==> src/rtl/uart_rx_cfg_pkg.sv <==
// Shared definitions for the configurable UART receiver: defaults, parity modes,
// FSM state encoding and the mid-bit majority helper.
package uart_rx_cfg_pkg;

  localparam int CLOCK_FRQ_DEF = 50_000_000;
  localparam int BAUD_DEF      = 115_200;

  localparam int PAR_NONE = 0;
  localparam int PAR_ODD  = 1;
  localparam int PAR_EVEN = 2;

  typedef enum logic [2:0] {
    ST_IDLE    = 3'd0,
    ST_START   = 3'd1,
    ST_DATA    = 3'd2,
    ST_PAR     = 3'd3,
    ST_STOP    = 3'd4,
    ST_WAIT_HI = 3'd5
  } rx_state_e;

  function automatic logic maj3(input logic a, input logic b, input logic c);
    return (a & b) | (a & c) | (b & c);
  endfunction

endpackage

==> src/rtl/uart_rx_cfg_sync_edge.sv <==
// Three-flop synchroniser for the idle-high rx pin plus a falling-edge strobe,
// shared with the transmit-side loopback checker.
module uart_sync_edge (
  input  logic clk,
  input  logic rst_n,
  input  logic rx,
  output logic rx_sync,
  output logic fall
);

  logic [2:0] sync_q;

  always_ff @(posedge clk or negedge rst_n) begin
    if (!rst_n) sync_q <= 3'b111;
    else        sync_q <= {sync_q[1:0], rx};
  end

  // Edge fires one cycle ahead of rx_sync going low, so the bit timer starts
  // at zero on the first low cycle of rx_sync.
  assign rx_sync = sync_q[2];
  assign fall    = sync_q[2] & ~sync_q[1];

endmodule

==> src/rtl/uart_rx_cfg.sv <==
// Configurable UART receiver: 3-sample mid-bit majority vote, optional parity,
// one or two stop bits, false-start rejection and error flags.
module uart_rx_cfg
  import uart_rx_cfg_pkg::*;
#(
  parameter int CLK_FRQ   = CLOCK_FRQ_DEF,
  parameter int BAUD      = BAUD_DEF,
  parameter int DATA_BITS = 8,
  parameter int PARITY    = PAR_NONE,
  parameter int STOP_BITS = 1
) (
  input  logic                 clk,
  input  logic                 rst_n,
  input  logic                 rx,
  output logic [DATA_BITS-1:0] rx_dout,
  output logic                 rx_dout_vld,
  output logic                 parity_err,
  output logic                 frame_err,
  output logic                 busy
);

  localparam int BIT_CNT = CLK_FRQ / BAUD;
  localparam int HALF    = BIT_CNT / 2;
  localparam int CW      = $clog2(BIT_CNT);

  localparam logic [CW-1:0] CNT_LAST  = CW'(BIT_CNT - 1);
  localparam logic [CW-1:0] CNT_SAMPA = CW'(HALF - 1);
  localparam logic [CW-1:0] CNT_SAMPB = CW'(HALF);
  localparam logic [CW-1:0] CNT_VOTE  = CW'(HALF + 1);
  localparam logic [3:0]    DATA_LAST = 4'(DATA_BITS - 1);
  localparam logic [3:0]    STOP_LAST = 4'(STOP_BITS - 1);

  rx_state_e            state, state_nxt;
  logic                 rx_s, start_edge;
  logic [CW-1:0]        cnt_bps;
  logic [3:0]           bit_idx;
  logic                 samp_a, samp_b;
  logic [DATA_BITS-1:0] shreg;
  logic                 par_bad, frame_acc;
  logic                 vote_pt, bit_end, vote, last_stop, par_exp;

  uart_sync_edge u_sync (
    .clk     (clk),
    .rst_n   (rst_n),
    .rx      (rx),
    .rx_sync (rx_s),
    .fall    (start_edge)
  );

  assign vote_pt   = (cnt_bps == CNT_VOTE);
  assign bit_end   = (cnt_bps == CNT_LAST);
  assign vote      = maj3(samp_a, samp_b, rx_s);
  assign last_stop = (state == ST_STOP) && vote_pt && (bit_idx == STOP_LAST);
  assign busy      = (state != ST_IDLE);
  assign par_exp   = (PARITY == PAR_ODD)  ? ~(^shreg) :
                     (PARITY == PAR_EVEN) ?  (^shreg) : 1'b0;

  always_ff @(posedge clk or negedge rst_n) begin
    if (!rst_n) state <= ST_IDLE;
    else        state <= state_nxt;
  end

  // The frame closes at the last stop vote rather than at the bit end, so a
  // start edge right behind it is still caught.
  always_comb begin
    state_nxt = state;
    case (state)
      ST_IDLE:    if (start_edge) state_nxt = ST_START;
      ST_START:   if (vote_pt && vote) state_nxt = ST_IDLE;
                  else if (bit_end) state_nxt = ST_DATA;
      ST_DATA:    if (bit_end && (bit_idx == DATA_LAST))
                    state_nxt = (PARITY != PAR_NONE) ? ST_PAR : ST_STOP;
      ST_PAR:     if (bit_end) state_nxt = ST_STOP;
      ST_STOP:    if (last_stop) state_nxt = vote ? ST_IDLE : ST_WAIT_HI;
      ST_WAIT_HI: if (rx_s) state_nxt = ST_IDLE;
      default:    state_nxt = ST_IDLE;
    endcase
  end

  always_ff @(posedge clk or negedge rst_n) begin
    if (!rst_n) begin
      cnt_bps   <= '0;
      bit_idx   <= '0;
      samp_a    <= 1'b1;
      samp_b    <= 1'b1;
      shreg     <= '0;
      par_bad   <= 1'b0;
      frame_acc <= 1'b0;
    end else begin
      if (state == ST_IDLE || state_nxt == ST_IDLE || state_nxt == ST_WAIT_HI || bit_end)
        cnt_bps <= '0;
      else
        cnt_bps <= cnt_bps + CW'(1);

      if (cnt_bps == CNT_SAMPA) samp_a <= rx_s;
      if (cnt_bps == CNT_SAMPB) samp_b <= rx_s;

      if (state_nxt != state)
        bit_idx <= '0;
      else if (bit_end && (state == ST_DATA || state == ST_STOP))
        bit_idx <= bit_idx + 4'd1;

      if (state == ST_DATA && vote_pt)
        shreg <= {vote, shreg[DATA_BITS-1:1]};

      if (state == ST_START)
        par_bad <= 1'b0;
      else if (state == ST_PAR && vote_pt)
        par_bad <= (vote != par_exp);

      if (state == ST_START)
        frame_acc <= 1'b0;
      else if (state == ST_STOP && vote_pt && !vote)
        frame_acc <= 1'b1;
    end
  end

  // Data is delivered even on a bad frame; the flags say how far to trust it.
  always_ff @(posedge clk or negedge rst_n) begin
    if (!rst_n) begin
      rx_dout     <= '0;
      rx_dout_vld <= 1'b0;
      parity_err  <= 1'b0;
      frame_err   <= 1'b0;
    end else begin
      rx_dout_vld <= last_stop;
      if (last_stop) begin
        rx_dout    <= shreg;
        parity_err <= (PARITY != PAR_NONE) && par_bad;
        frame_err  <= frame_acc | ~vote;
      end
    end
  end

endmodule

==> config.mk <==
export PLATFORM = sky130hd
export DESIGN_NAME = uart_rx_cfg
export DESIGN_NICKNAME = d
export VERILOG_FILES = /design/src/rtl/uart_rx_cfg_pkg.sv /design/src/rtl/uart_rx_cfg_sync_edge.sv /design/src/rtl/uart_rx_cfg.sv
export SDC_FILE = /design/constraint.sdc
export NUM_CORES = 1
export LEC_CHECK = 0
export CORE_UTILIZATION = 51
export CTS_CLUSTER_SIZE = 40
export DETAILED_ROUTE_END_ITERATION = 12
export PLACE_DENSITY = 0.67
export SETUP_SLACK_MARGIN = 0.15
export SLEW_MARGIN = 20
export SYNTH_ARGS = -nofsm -noshare
export SYNTH_HDL_FRONTEND = slang
export SYNTH_HIERARCHICAL = 1
export SYNTH_SLANG_ARGS = --single-unit
==> constraint.sdc <==
create_clock -name clk -period 2.2 [get_ports clk]
set_input_delay 0.22 -clock clk [delete_from_list [all_inputs] [get_ports clk]]
set_output_delay 0.22 -clock clk [all_outputs]
set_load 0.01 [all_outputs]
Yosys cells after proc, flatten, opt, wreduce, memory -nomap -nowiden
Index checks and enable logic that the tools add are counted.

Register bits: 40. Input port bits: 3. Output and inout port bits: 12. Logic and storage cells: 66.

$add $sub $neg: 2. Eq/ne operators: 12. Mux-type cells: 14. Bitwise gates (word level): 9. Reductions and logical operators: 18.

Operators with widths (count): == test 9 x 8 -> 1 bit (second input constant) (3); two-way mux 3 bit (8); one-hot mux 3 bit (6 select lines) (1); adder 9 x 1 -> 9 bit (second input constant) (1); == test 3 bit (second input constant) (3); == test 9 bit (second input constant) (1); two-way mux 9 bit (1); two-way mux 4 bit (2); logical AND 1 bit (7); == test 3 x 2 -> 1 bit (second input constant) (2); logical NOT 3 bit (2); adder 4 x 1 -> 4 bit (second input constant) (1); AND 1 bit (4); == test 4 x 3 -> 1 bit (second input constant) (1); logical NOT 4 bit (1); logical OR 1 bit (4); nonzero test 2 bit (2); == test 3 x 1 -> 1 bit (second input constant) (1); != test 3 bit (1); bitwise OR 1 bit (3); nonzero test 3 bit (1); two-way mux 1 bit (2); NOT 1 bit (2); logical NOT 1 bit (1).

Depth between registers and ports, before layout
Gate-level depths: netlist of the first run.

Word-level depth: 11. Gate-level depth with buffers: 7. Mapped depth without buffers: 7.

By module
The synthesis of the first run kept the hierarchy.

By module, submodules not included: uart_rx_cfg (instances 1, cells each 164, area each 1936.9 um^2, sequential area each 928.4 um^2); uart_sync_edge (instances 1, cells each 4, area each 92.6 um^2, sequential area each 78.8 um^2).

Worst setup path after synthesis of the first run
OpenSTA, ideal clock, no wires.

Path type: register -> register. Start: register cnt_bps[0]. End: register shreg[0]. Library setup time: 0.128 ns. Data arrival time: 1.790 ns. Required time: 2.072 ns. Path slack: 0.282 ns. Cell stages (with the launch flop): 8. Buffers on the path: 1. Period minus slack after synthesis: 1.918 ns. Cell sequence: dfrtp_1 > inv_1 > ha_1 > and4bb_1 > nand2_1 > or3_1 > clkbuf_1 > mux2_1.

Word-level cells in the longest chain between the ends: 2.

Ends and longest elaborated chain: start: declaration (line uart_rx_cfg.sv:35) `logic [CW-1:0] cnt_bps;`; start signal: assignment (line uart_rx_cfg.sv:93) `cnt_bps <= cnt_bps + CW'(1);`; == test 9 x 8 -> 1 bit (line uart_rx_cfg.sv:50) `assign vote_pt = (cnt_bps == CNT_VOTE);`; logical AND 1 bit (line uart_rx_cfg.sv:103) `if (state == ST_DATA && vote_pt)`; end signal: assignment (line uart_rx_cfg.sv:104) `shreg <= {vote, shreg[DATA_BITS-1:1]};`; end: declaration (line uart_rx_cfg.sv:38) `logic [DATA_BITS-1:0] shreg;`.

Every way passes these cells. A chain may end at the register's enable or synchronous reset.

Final worst setup path of the first run
Start: register cnt_bps[1]. End: register cnt_bps[2].

Word-level cells in the longest chain between the ends: 10. Elaborated cells between the ends (all ways): 19. Those cells by class: add/sub: 1; eq/ne: 3; mux: 7; reduce/logical: 8.

Ends and longest elaborated chain: == test 9 x 8 -> 1 bit (line uart_rx_cfg.sv:50); logical AND 1 bit (2 in a row) (line uart_rx_cfg.sv:53) `assign last_stop = (state == ST_STOP) && vote_pt && (bit_idx == STOP_LAST);`; two-way mux 3 bit (line uart_rx_cfg.sv:74) `ST_STOP: if (last_stop) state_nxt = vote ? ST_IDLE : ST_WAIT_HI;`; one-hot mux 3 bit (6 select lines) (*) (line uart_rx_cfg.sv:67) `case (state)`; named net state_nxt[0] (line uart_rx_cfg.sv:33) `rx_state_e state, state_nxt;`; logical NOT 3 bit (line uart_rx_cfg.sv:90) `if (state == ST_IDLE || state_nxt == ST_IDLE || state_nxt == ST_WAIT_HI || bit_end)`; logical OR 1 bit (line uart_rx_cfg.sv:90); logical OR 1 bit (*) (2 in a row) (line uart_rx_cfg.sv:90); two-way mux 9 bit (*) (line uart_rx_cfg.sv:90).

Mark *: on every way through the listed nets, which the timed path passes. The rest lies on a longest branch.

==> results of run 1 <==
[power groups by stage]
stage | Sequential, W | Clock (W) | Combinational [W]
5_1_grt | 0.000836 | 0.000510 | 0.000396
2_1_floorplan | 0.000826 | 0 | 0.000164
3_5_place_dp | 0.000845 | 0 | 0.000224
3_3_place_gp | 0.000840 | 0 | 0.000217
6_report | 0.000831 | 0.000468 | 0.000368
4_1_cts | 0.000820 | 0.000485 | 0.000286
[path summary, 6_finish.rpt]
check	slack, ns	end	cells after the start
max in group asynchronous	1.61	shreg[4]	1
hold / removal	0.04	bit_idx[0]	1
setup reg to reg	0.19	cnt_bps[2]	8
min in group clk	0.34	u_sync/sync_q[0]	1
hold reg to reg	0.36	u_sync/sync_q[1]	0
setup / recovery	0.19	cnt_bps[2]	8
[worst register-to-register path: cells and delay by family, from the launching register on]
family                     cells  cell delay (ns)
and+or+nand+nor                1             0.15
xor gates and xnor gates       1             0.20
DFF                            1             0.42
buffers and inverters          2             0.26
AOI/OAI and AO/OA              3             0.75
adders and majority gates      1             0.14
[sequential cells by signal (all words and copies together), names as in the netlist, 3 cells and up]
register and flops:
u_sync/sync_q 3, bit_idx 4, cnt_bps 9, state 3, rx_dout 8, shreg 8
[layout make-up]
type                    instances  share of cell area [%]
multi-input cells             109                   42.03
flip-flops and latches         40                   41.11
clock inverters                 2                  0.5107
repair buffers                 25                   9.091
inverters                      12                   1.839
well taps                      48                   2.451
clock buffers                   6                   2.962
[kinds of logic (layout without fill, tap and decap cells)]
family          count (synthesis)  in the layout  share of synthesized area, %
simple gates                   46             46                         15.78
flops                          40             40                         49.63
compound gates                 25             25                         10.54
mux                            19             19                         10.48
buf+inv                        19             45                         4.007
xor+xnor                       11             11                         5.117
fa+ha+maj                       7              7                         4.254
other cells                     1              1                        0.1848
[cells in the final DEF, fill, tap and decap left out, types with 6 or more instances in the layout]
master            n
dfrtp_1          35
mux2_2            9
buf_4            10
mux2_1            9
inv_1            10
a211oi_2          6
clkdlybuf4s50_1  12
nand2_1          10
[repair_timing]
item,CTS,global route
setup endpoints to repair,19,21
resized for setup,7,16
pin swaps,3,5
setup buffers,4,3
[through the flow]
stage | util, % | worst slack, ns | cells | instance area [um2]
after CTS | 62.83 | 0.1561 | 239 | 2352
after detailed placement | 59.19 | 0.05384 | 227 | 2216
after floorplan | - | 0.2823 | 168 | 2029
after global placement | 59.19 | 0.1356 | 227 | 2216
after global routing | 65.44 | 0.07644 | 242 | 2450
final | 65.44 | 0.1926 | 242 | 2450
[routing by layer]
metal  wire, um  track usage [%]
met4         70            9.783
met3        129            4.754
met2       1947            33.72
met1       1798            26.91
met5          0                0
==> out/qor.yml, run 1 <==
yosysSeqAreaShare_pct: 49.63
area.growth.synth_to_final_pct: 20.72
worstMarginPinSlew_ns: 0.8627
leakage_nw: 1.082
critical_path_buf_inv_count: 2
comb_power_share_pct: 22.1
antenna_found_initial: 0
syn_avg_cell_area_um2: 12.08
yosys-top-cells-area: "dfrtp_1 (43%), dfstp_2 (6.5%), mux2_1 (5.0%)"
yosys.cell_count.top_type: "dfrtp_1"
syn_area_mm2: 0.002029
die_h_um: 65.08
regArea_mm2: 0.001007
holdBufCountCts: 0
wirelength_um: 3945
cts_root_buf: "clkbuf_8"
hpwl_um: 2769
syn_inst: 168
crit_family: "compound AO/OA/AOI/OAI gates"
diodes: 0
multi_input_area_mm2: 0.001030
critical-path-max-stage-delay_ns: 0.42
cts_tree: "built"
synth_common_cells: "dfrtp_1 (35), inv_1 (12), nand2_1 (10)"
setup_viol: 0
cp-start-kind: "flip-flop"
clockBufferDepth: 2
critPathKind: "flip-flop to flip-flop"
skew_ns: 0.008859
status: "complete, no violations"
overflow: 0
drive_above_1_share_pct: 31.44
dieArea_mm2: 0.004235
initial_core_util_pct: 54.21
maxSlewViolCount: 0
rsz0062_at_grt: "true"
synth_ff_type: "dfrtp_1"
cpMaxStageDelayCell: "dfrtp_1"
place_congestion: 0.8718
htree_levels: 2
dr.pass1.iters: 4
power_w: 0.001666
routed_via_density: 5.835
required_ns: 2.40
pwr-share-seq_pct: 49.8
swShare_pct: 29.29
drt-wirelength-per-cell_um: 16.30
die_w_um: 65.08
postRouteAntennaNets: 0
syn_nets: 177
core_mm2: 0.003744
io_pins: 15
grt_max_degree: 41
crit_start: "cnt_bps[1]"
synth_seq_cells: 40
hold_violations: 0
synth_edf_count: 0
cp_cell_sequence: "inv_2 -> ha_4 -> nand4b_1 -> o211ai_1 -> o221ai_4 -> xnor2_2 -> buf_6 -> a211oi_2"
grt_pass1_wl_um: 6624
yosysTopAreaCell: "dfrtp_1"
synth.top_cell.area_share_pct: 43.16
io_buffers: 13
slew_headroom_pct: 42.49
max_cap_violations: 0
intPower_w: 0.001178
cellPowerDensity_mw_per_mm2: 680.2
synth.distinct_cells: 47
post-route-drc-count: 0
fmax_mhz: 498.1
power.net_switching_w: 0.0004881
num_rows: 22
fin_setup_tns_ns: 0
worstReg2RegStart: "cnt_bps[1]"
worstPathArrival_ns: 2.20
peakVddDrop_mv: 0.5464
fillers: 298
clock-sinks: 40
cts_buffers: 5
cts.clk_slew.worst_paths_ns: 0.08
grt_usage_pct: 21.01
grt_pass1_vias: 1436
clk_latency_ns: 0.29
period_needed_ns: 2.007
async_flop_share_pct: 100.0
p_clk_share_pct: 28.1
vias: 1412
final_nets: 202
whs_ns: 0.04012
yosys_warnings: 6
fin_crit_sh_pct: 91.25
drtIter0Drc: 63
critPathCaptureType: "flip-flop"
hold_class: "input port to asynchronous set/reset pin"
path_max_fanout: 8
Power figures use the tool's default switching activity.
==> inputs of run 2 (changes only) <==
==> constraint.sdc (replaced) <==
create_clock -name clk -period 1.96 [get_ports clk]
set_input_delay 0.196 -clock clk [delete_from_list [all_inputs] [get_ports clk]]
set_output_delay 0.196 -clock clk [all_outputs]
set_load 0.05 [all_outputs]
==> run 2 against run 1 <==
  * The flow now finishes with violations (negative setup slack)
  * Sequential cell count did not move
  * Non-clock buffer count grew 15
  * Critical path depth down 1
  * Hold slack better by 0.26 ns
  * Combinational power up 15%
  * Core utilization grew 5.8 points
  * Global-route usage increased by 3.1 points
  * Critical endpoint is now cnt_bps[3]
  * Largest cell class unchanged
  * Highest routed layer unchanged
==> out/qor.yml, run 2 (synthesis results as in run 1) <==
status: "finished with violations"
violations: "negative setup slack"
comb_power_share_pct: 22.1
fin_crit_sh_pct: 101.8
dr.pass1.iters: 4
initial_core_util_pct: 54.21
cts_root_buf: "clkbuf_8"
grt_pass1_wl_um: 7596
largestRegisters: "cnt_bps (9), rx_dout (8), shreg (8)"
power_w: 0.001917
hpwl_um: 2910
cp-start-kind: "flip-flop"
io_buffers: 13
path_max_fanout: 5
whs_ns: 0.2952
grt_use_met3_pct: 6.162
intPower_w: 0.001353
worstReg2RegStart: "cnt_bps[1]"
largest_reg_flops: 9
critPathKind: "flip-flop to flip-flop"
setup_viol: 7
swShare_pct: 29.42
hold_violations: 0
leakage_nw: 1.213
use_met2_pct: 41.93
mostFrequentLayoutCell: "dfrtp_1"
met1_usage_pct: 29.18
required_ns: 2.16
area.growth.synth_to_final_pct: 31.44
fmax_mhz: 500.9
antenna_found_initial: 0
crit_start: "cnt_bps[1]"
core_mm2: 0.003744
drive_above_1_share_pct: 41.90
cts.clk_slew.worst_paths_ns: 0.08
cts_tree: "built"
clockBufferDepth: 2
top_usage_layer: "met2"
fin_setup_tns_ns: -0.1158
top_register: "cnt_bps"
worstPathArrival_ns: 2.20
rsz0062_at_grt: "true"
cts_buffers: 5
maxSlewViolCount: 0
dieArea_mm2: 0.004235
die_w_um: 65.08
post-route-drc-count: 0
grt_usage_pct: 24.15
skew_ns: 0.01063
die_h_um: 65.08
period_needed_ns: 1.996
overflow: 0
power.net_switching_w: 0.0005641
cellPowerDensity_mw_per_mm2: 718.7
wirelength_um: 4398
final_cell_area_mm2: 0.002668
num_rows: 22
hold_start: "rx"
utilization_pct: 71.26
postRouteAntennaNets: 0
critPathCaptureType: "flip-flop"
pwr-share-seq_pct: 48.3
final_cell_mix: "dfrtp_1 (35), buf_4 (23), inv_1 (11), mux2_4 (11), clkdlybuf4s50_1 (11)"
clk_latency_ns: 0.30
htree_levels: 2
final_nets: 218
grt_max_degree: 28
vias: 1477
drt-wirelength-per-cell_um: 17.05
fin_ws_ns: -0.03622
slew_headroom_pct: 61.47
diodes: 0
max_cap_violations: 0
peakVddDrop_mv: 0.3876
routed_via_density: 5.725
drtIter0Drc: 38
io_pins: 15
place_congestion: 0.8770
grt_pass1_vias: 1573
p_clk_share_pct: 29.6
clock-sinks: 40
worstMarginPinSlew_ns: 0.5779
hold_class: "input port to flip-flop"
place_area_mm2: 0.002361
run 2: path summary, 6_finish.rpt:
check / endpoint / slack [ns] / depth (start not counted)
min reg2reg: u_sync/sync_q[1] / 0.38 / 0
max in group asynchronous: state[0] / 0.99 / 3
min: u_sync/sync_q[0] / 0.30 / 1
max: cnt_bps[3] / -0.04 / 7
min in group asynchronous: cnt_bps[3] / 0.43 / 2
max reg2reg: cnt_bps[3] / -0.04 / 7
run 2: layout make-up:
cell class / count / area, um2
repair buffers: 40 / 346.6
flip-flops and latches: 40 / 1007
fillers: 263 / 1076
clock buffers: 6 / 82.58
multi-input cells: 110 / 1116
inverters: 12 / 45.04
well taps: 48 / 60.06
clock inverters: 2 / 10.01
run 2: worst max-delay path, cell delays in order, from the launching register on:
cell	delay, ns
dfrtp_1	0.40
inv_1	0.08
ha_2	0.21
nand4b_1	0.14
o211ai_1	0.30
o221ai_4	0.22
xnor2_4	0.23
a2111oi_4	0.30
run 2: per-layer routing:
metal	wire [um]	share of wire (%)
met1	1961	45
met3	132	3.0
met2	2252	51
met5	0	0
met4	51	1.2
run 2: stage by stage:
stage / cells / worst slack, ns
2_1_floorplan: 168 / 0.09200
3_3_place_gp: 241 / -0.02563
3_5_place_dp: 241 / -0.08083
4_1_cts: 258 / -0.01830
5_1_grt: 258 / -0.1573
6_report: 258 / -0.03622
run 2: what timing repair did:
item	CTS	global route
endpoints found under the hold margin	20	0
gates cloned	1	0
setup buffers	7	0
pin swaps	4	4
hold buffers	1	0
gates resized for setup	17	18
endpoints found under the setup margin	21	33
run 2: power groups by stage:
stage	logic [W]	registers [W]	clock network, W
detailed placement	0.000350	0.000934	0
global route	0.000460	0.000932	0.000613
global placement	0.000339	0.000929	0
CTS	0.000407	0.000922	0.000576
floorplan	0.000206	0.000927	0
finish	0.000424	0.000926	0.000568
